File: config.mk
export PLATFORM = sky130hd
export DESIGN_NAME = iot_event_tx_flat
export DESIGN_NICKNAME = d
export VERILOG_FILES = /design/src/rtl/iot_event_tx_pkg.sv /design/src/rtl/iot_event_tx_if.sv /design/src/rtl/iot_event_tx_rr_arbiter.sv /design/src/rtl/iot_event_tx.sv /design/src/flat_wrapper.sv
export SDC_FILE = /design/constraint.sdc
export NUM_CORES = 1
export LEC_CHECK = 0
export ABC_CLOCK_PERIOD_IN_PS = 3300
export BUFFER_PORTS_ARGS = -buffer_cell sky130_fd_sc_hd__buf_2
export CORE_ASPECT_RATIO = 1.1
export CORE_MARGIN = 2
export CORE_UTILIZATION = 50
export CTS_BUF_LIST = sky130_fd_sc_hd__clkbuf_8
export CTS_CLUSTER_DIAMETER = 40
export DETAILED_ROUTE_END_ITERATION = 12
export GPL_TIMING_DRIVEN = 0
export PLACE_DENSITY = 0.72
export RECOVER_POWER = 100
export SYNTH_ARGS = -nofsm -noshare
export SYNTH_HDL_FRONTEND = slang
export SYNTH_SLANG_ARGS = --single-unit
File: constraint.sdc
create_clock -name clk -period 3.3 [get_ports clk]
set_clock_uncertainty 0.1 [all_clocks]
set_input_delay 0.495 -clock clk [delete_from_list [all_inputs] [get_ports clk]]
set_output_delay 0.495 -clock clk [all_outputs]
set_load 0.02 [all_outputs]
File: src/rtl/iot_event_tx_pkg.sv
// iot_event_tx_pkg: shared sizing helpers and the event tuple for the iot_event_tx slice.
package iot_pkg;
  localparam int N_DEV_DEF = 8;
  localparam int ID_MAX_W = 5;
  function automatic int DEV_ID_W(input int n);
    return (n <= 2) ? 1 : $clog2(n);
  endfunction
  // dev_id sized for the largest supported N_DEV; the top slices it down
  typedef struct packed {
    logic change;
    logic on_off;
    logic [ID_MAX_W-1:0] dev_id;
  } event_t;
endpackage

File: src/rtl/iot_event_tx_if.sv
// iot_event_tx_if: device status inputs and on/off event outputs of iot_event_tx.
interface iot_event_tx_if import iot_pkg::*; #(parameter int N_DEV = N_DEV_DEF);
  logic [N_DEV-1:0] dev_state;
  logic hold;
  logic change;
  logic on_off;
  logic [DEV_ID_W(N_DEV)-1:0] dev_id;
  logic busy;
  modport master(output dev_state, hold, input change, on_off, dev_id, busy);
  modport slave(input dev_state, hold, output change, on_off, dev_id, busy);
endinterface

File: src/rtl/iot_event_tx_rr_arbiter.sv
// rr_arbiter: combinational round-robin pick starting one past the last granted index.
module rr_arbiter import iot_pkg::*; #(
  parameter int N_DEV = N_DEV_DEF,
  localparam int W = DEV_ID_W(N_DEV)
) (
  input  logic [N_DEV-1:0] req_i,
  input  logic [W-1:0]     last_i,
  output logic [N_DEV-1:0] gnt_o,
  output logic [W-1:0]     idx_o,
  output logic             any_o
);
  logic [W-1:0] c;
  always_comb begin
    gnt_o = '0;
    idx_o = '0;
    any_o = 1'b0;
    c = '0;
    for (int k = 1; k <= N_DEV; k++) begin
      c = W'((int'(last_i) + k) % N_DEV);
      if (!any_o && req_i[c]) begin
        any_o = 1'b1;
        idx_o = c;
      end
    end
    gnt_o[idx_o] = any_o;
  end
endmodule

File: src/rtl/iot_event_tx.sv
// iot_event_tx: turns device status transitions into one-per-cycle on/off events.
// Optional input debounce is compiled in with IOT_TX_DEBOUNCE_EN.
module iot_event_tx import iot_pkg::*; #(
  parameter int N_DEV = N_DEV_DEF,
  parameter int DEB_CYCLES = 4
) (
  input logic clk,
  input logic rst,
  iot_event_tx_if.slave bus
);
  localparam int W = DEV_ID_W(N_DEV);
  logic [N_DEV-1:0] samp_q, rep_q, rep_d, pending, gnt;
  logic [W-1:0] last_q, idx;
  logic any, grant, busy_q, unused_id;
  event_t ev_q, ev_d;
`ifdef IOT_TX_DEBOUNCE_EN
  logic [7:0] cnt_q [N_DEV];
  logic [7:0] cnt_d [N_DEV];
  logic [N_DEV-1:0] stable;
  // counter clears on the same edge that loads a new value into samp
  always_comb begin
    for (int i = 0; i < N_DEV; i++) begin
      stable[i] = cnt_q[i] == 8'(DEB_CYCLES);
      cnt_d[i] = (bus.dev_state[i] != samp_q[i]) ? 8'd0 : stable[i] ? cnt_q[i] : cnt_q[i] + 8'd1;
    end
  end
  always_ff @(posedge clk or negedge rst)
    if (!rst) for (int i = 0; i < N_DEV; i++) cnt_q[i] <= '0;
    else cnt_q <= cnt_d;
  assign pending = (samp_q ^ rep_q) & stable;
`else
  localparam int unused_deb = DEB_CYCLES;
  assign pending = samp_q ^ rep_q;
`endif
  rr_arbiter #(.N_DEV(N_DEV)) u_arb (
    .req_i(pending), .last_i(last_q), .gnt_o(gnt), .idx_o(idx), .any_o(any)
  );
  always_comb begin
    grant = any & ~bus.hold;
    rep_d = grant ? (rep_q & ~gnt) | (samp_q & gnt) : rep_q;
    ev_d = grant ? {1'b1, samp_q[idx], ID_MAX_W'(idx)} : '0;
  end
  always_ff @(posedge clk or negedge rst)
    if (!rst) begin
      samp_q <= '0;
      rep_q <= '0;
      last_q <= W'(N_DEV - 1);
      ev_q <= '0;
      busy_q <= 1'b0;
    end else begin
      samp_q <= bus.dev_state;
      rep_q <= rep_d;
      last_q <= grant ? idx : last_q;
      ev_q <= ev_d;
      busy_q <= |pending;
    end
  assign bus.change = ev_q.change;
  assign bus.on_off = ev_q.on_off;
  assign bus.dev_id = ev_q.dev_id[W-1:0];
  assign bus.busy = busy_q;
  assign unused_id = ^ev_q.dev_id;
endmodule

File: src/flat_wrapper.sv
// flat-port wrapper written by rule: the top's interface ports become plain ports
module iot_event_tx_flat import iot_pkg::*;
#(
  parameter int N_DEV = N_DEV_DEF,
  parameter int DEB_CYCLES = 4
)
  (clk, rst, bus_dev_state, bus_hold, bus_change, bus_on_off, bus_dev_id, bus_busy);
  iot_event_tx_if #(.N_DEV(N_DEV)) bus_i ();
  input logic clk;
  input logic rst;
  input wire logic [$bits(bus_i.dev_state)-1:0] bus_dev_state;
  input wire logic [$bits(bus_i.hold)-1:0] bus_hold;
  output wire logic [$bits(bus_i.change)-1:0] bus_change;
  output wire logic [$bits(bus_i.on_off)-1:0] bus_on_off;
  output wire logic [$bits(bus_i.dev_id)-1:0] bus_dev_id;
  output wire logic [$bits(bus_i.busy)-1:0] bus_busy;
  assign bus_i.dev_state = bus_dev_state;
  assign bus_i.hold = bus_hold;
  assign bus_change = bus_i.change;
  assign bus_on_off = bus_i.on_off;
  assign bus_dev_id = bus_i.dev_id;
  assign bus_busy = bus_i.busy;
  iot_event_tx #(.N_DEV(N_DEV), .DEB_CYCLES(DEB_CYCLES)) u_core (.clk(clk), .rst(rst), .bus(bus_i));
endmodule
==> flow_summary.yaml <==
critical_path:
  r2r_cells: 12
  worstPathArrival_ns: 3.47
  crit_required_ns: 3.36
  crit_path_end_kind: "register"
  critical_path_class: "register to register"
  critPathLaunchType: "register"
  crit_fanout: 8
routing:
  vias: 1670
  post-route-drc-count: 0
  wire_per_inst_um: 19.9
  ant_nets: 0
  routed_wirelength_mm: 5.47
  drtIter0Drc: 69
  dr.pass1.iters: 4
  wl_met2_mm: 2.98
  vias_per_cell: 6.07
  wl_met3_um: 191
  wl_met1_mm: 2.16
  routed.top_layer: "met4"
placed_design:
  place_hpwl_mm: 3.97
  place_area_um2: 2390
  place.gp.congestion: 1.01
  dp_worst_setup_slack_ns: -0.387
  numPortBuffers: 16
cts:
  cts.sinks: 25
  cts_buffer_depth: 2
  cts_max_level: 1
  cts_tree: "done"
  numCtsBuffers: 3
  clk_pin_slew_ns: 0.08
  clk_latency_ns: 0.27
  ctsHoldBuffers: 0
  cts_root_buf: "clkbuf_8"
synthesis:
  synth.distinct_cells: 57
  synthFlopType: "dfrtp_1"
  synth_xor_area_share_pct: 8.30
  syn-cell-area_um2: 2090
  ys_ff_latch: 25
  synthAdderAreaFrac_pct: 1.19
  synth_compound_area_share_pct: 12.1
  synth_top_family_by_area: "multiplexers"
  syn_nets: 195
  syn_inst: 182
  synth_edf_count: 0
  synth.area.mux_share_pct: 32.6
  async_reset_ff_share_pct: 100
  yosysSeqAreaShare_pct: 30.0
  syn_avg_cell_area_um2: 11.5
  synth_warnings: 0
  synth_simple_gate_area_share_pct: 12.2
finish:
  num-nets-final: 237
  drive_above_1_share_pct: 47.5
  layout_common_cells: "dfrtp_1 (22), buf_4 (20), mux2i_1 (15)"
  layout_commonest_cell: "dfrtp_1"
  antenna_cells: 0
  area_growth_pct: 28.7
  final_cell_area_um2: 2700
run_status:
  status: "finished, violations left"
  violations: "setup timing"
sta:
  rsz0062_at_grt: "yes"
  fin_crit_ns: 3.41
  layout_setup_ws_ns: -0.115
  maxSlewViolCount: 0
  finalCritPeriodShare_pct: 103
  max-slew-margin-rel_pct: 13.6
  hold_violations: 0
  worst_pin_slew_ns: 1.30
  final-setup-viol-count: 10
  fmax_mhz: 293
  tns_ns: -0.805
global_routing:
  grt_max_degree: 26
  grt_pass1_wl_mm: 8.85
  track_usage_pct: 25.0
  grt_pass1_vias: 1793
  globalRouteOverflowTotal: 0
  antenna_found_initial: 0
floorplan:
  fp.dieH_um: 71.9
  die_width_um: 65.7
  pin_count: 17
  start_util_pct: 52.4
  rows: 24
  die_area_um2: 4720
  core-area_um2: 3990
hold_path:
  holdPathStages: 1
  hold_class: "input port to register"
run:
  drv_cap: 0
area by class of cell:
class	count	area, µm²
clock buffer	3	41.3
fill	282	1300
clock inverter	1	5.00
inverter	9	48.8
sequential	25	629
buffer	4	41.3
multi-input combinational	142	1590
tap	52	65.1
timing repair buffer	39	273
per-layer routing:
metal,up-vias,global-route usage [%]
li1,768,-
met1,842,30.6
met2,46,43.8
met3,14,2.83
met4,0,11.6
met5,-,0
cell families (layout without fill, tap and decap cells):
| kind of cell | after synthesis | count (layout) |
|---|---|---|
| muxes | 47 | 47 |
| and+or+nand+nor | 45 | 45 |
| AOI/OAI and AO/OA | 29 | 29 |
| DFF | 25 | 25 |
| xor gates and xnor gates | 19 | 19 |
| buffers and inverters | 15 | 56 |
| adders and majority gates | 2 | 2 |
metrics by stage:
| step | std cells | hold slack (ns) | utilization (%) |
|---|---|---|---|
| after floorplan | 182 | 0.0994 | - |
| after global routing | 275 | 0.215 | 67.5 |
| after detailed placement | 250 | 0.407 | 59.8 |
| after CTS | 271 | 0.110 | 65.6 |
| final | 275 | 0.225 | 67.5 |
| after global placement | 250 | 0.388 | 59.8 |
cell usage after synthesis (3+ instances only):
master / instances / area share, %
o21ai_0: 4 / 0.96
mux4_2: 13 / 14
nor3_1: 3 / 0.72
a31o_2: 3 / 1.3
inv_2: 4 / 0.72
inv_1: 4 / 0.72
nand3_1: 3 / 0.72
mux2i_1: 21 / 10
and2_1: 4 / 1.2
dfrtp_1: 22 / 26
nand2_1: 12 / 2.2
nor2_1: 8 / 1.4
mux2_1: 7 / 3.8
xor2_1: 9 / 3.8
xnor2_1: 9 / 3.8
dfstp_2: 3 / 3.8
a21oi_1: 3 / 0.72
final timing paths:
path	startpoint	end	slack [ns]
setup / recovery	u_core.last_q[0]	register	-0.11
hold / removal	bus_dev_state[2]	u_core.samp_q[2]	0.22
setup reg to reg	u_core.last_q[0]	register	-0.11
hold reg to reg	register	register	0.49
max in group asynchronous	rst	u_core.bus.change	1.95
min in group asynchronous	rst	async pin	0.39
worst max-delay path, stage by stage (launching register included):
cell and delay (ns):
dfstp_2 0.60, inv_4 0.06, buf_12 0.12, ha_4 0.17
xor2_4 0.19, mux4_2 0.36, mux2i_4 0.21, nand3b_4 0.16
a211oi_2 0.16, nor4_1 0.08, a221o_2 0.49, nor3_2 0.26
mux2_1 0.33
timing repair:
action,in CTS,in global routing
gates resized for setup,12,10
buffers inserted,19,4
cloned,0,0
setup endpoints to repair,13,11
pin swaps,7,3
Power is not shown: default switching activity piles up to over one toggle a cycle in this logic, so the estimate is an artifact.
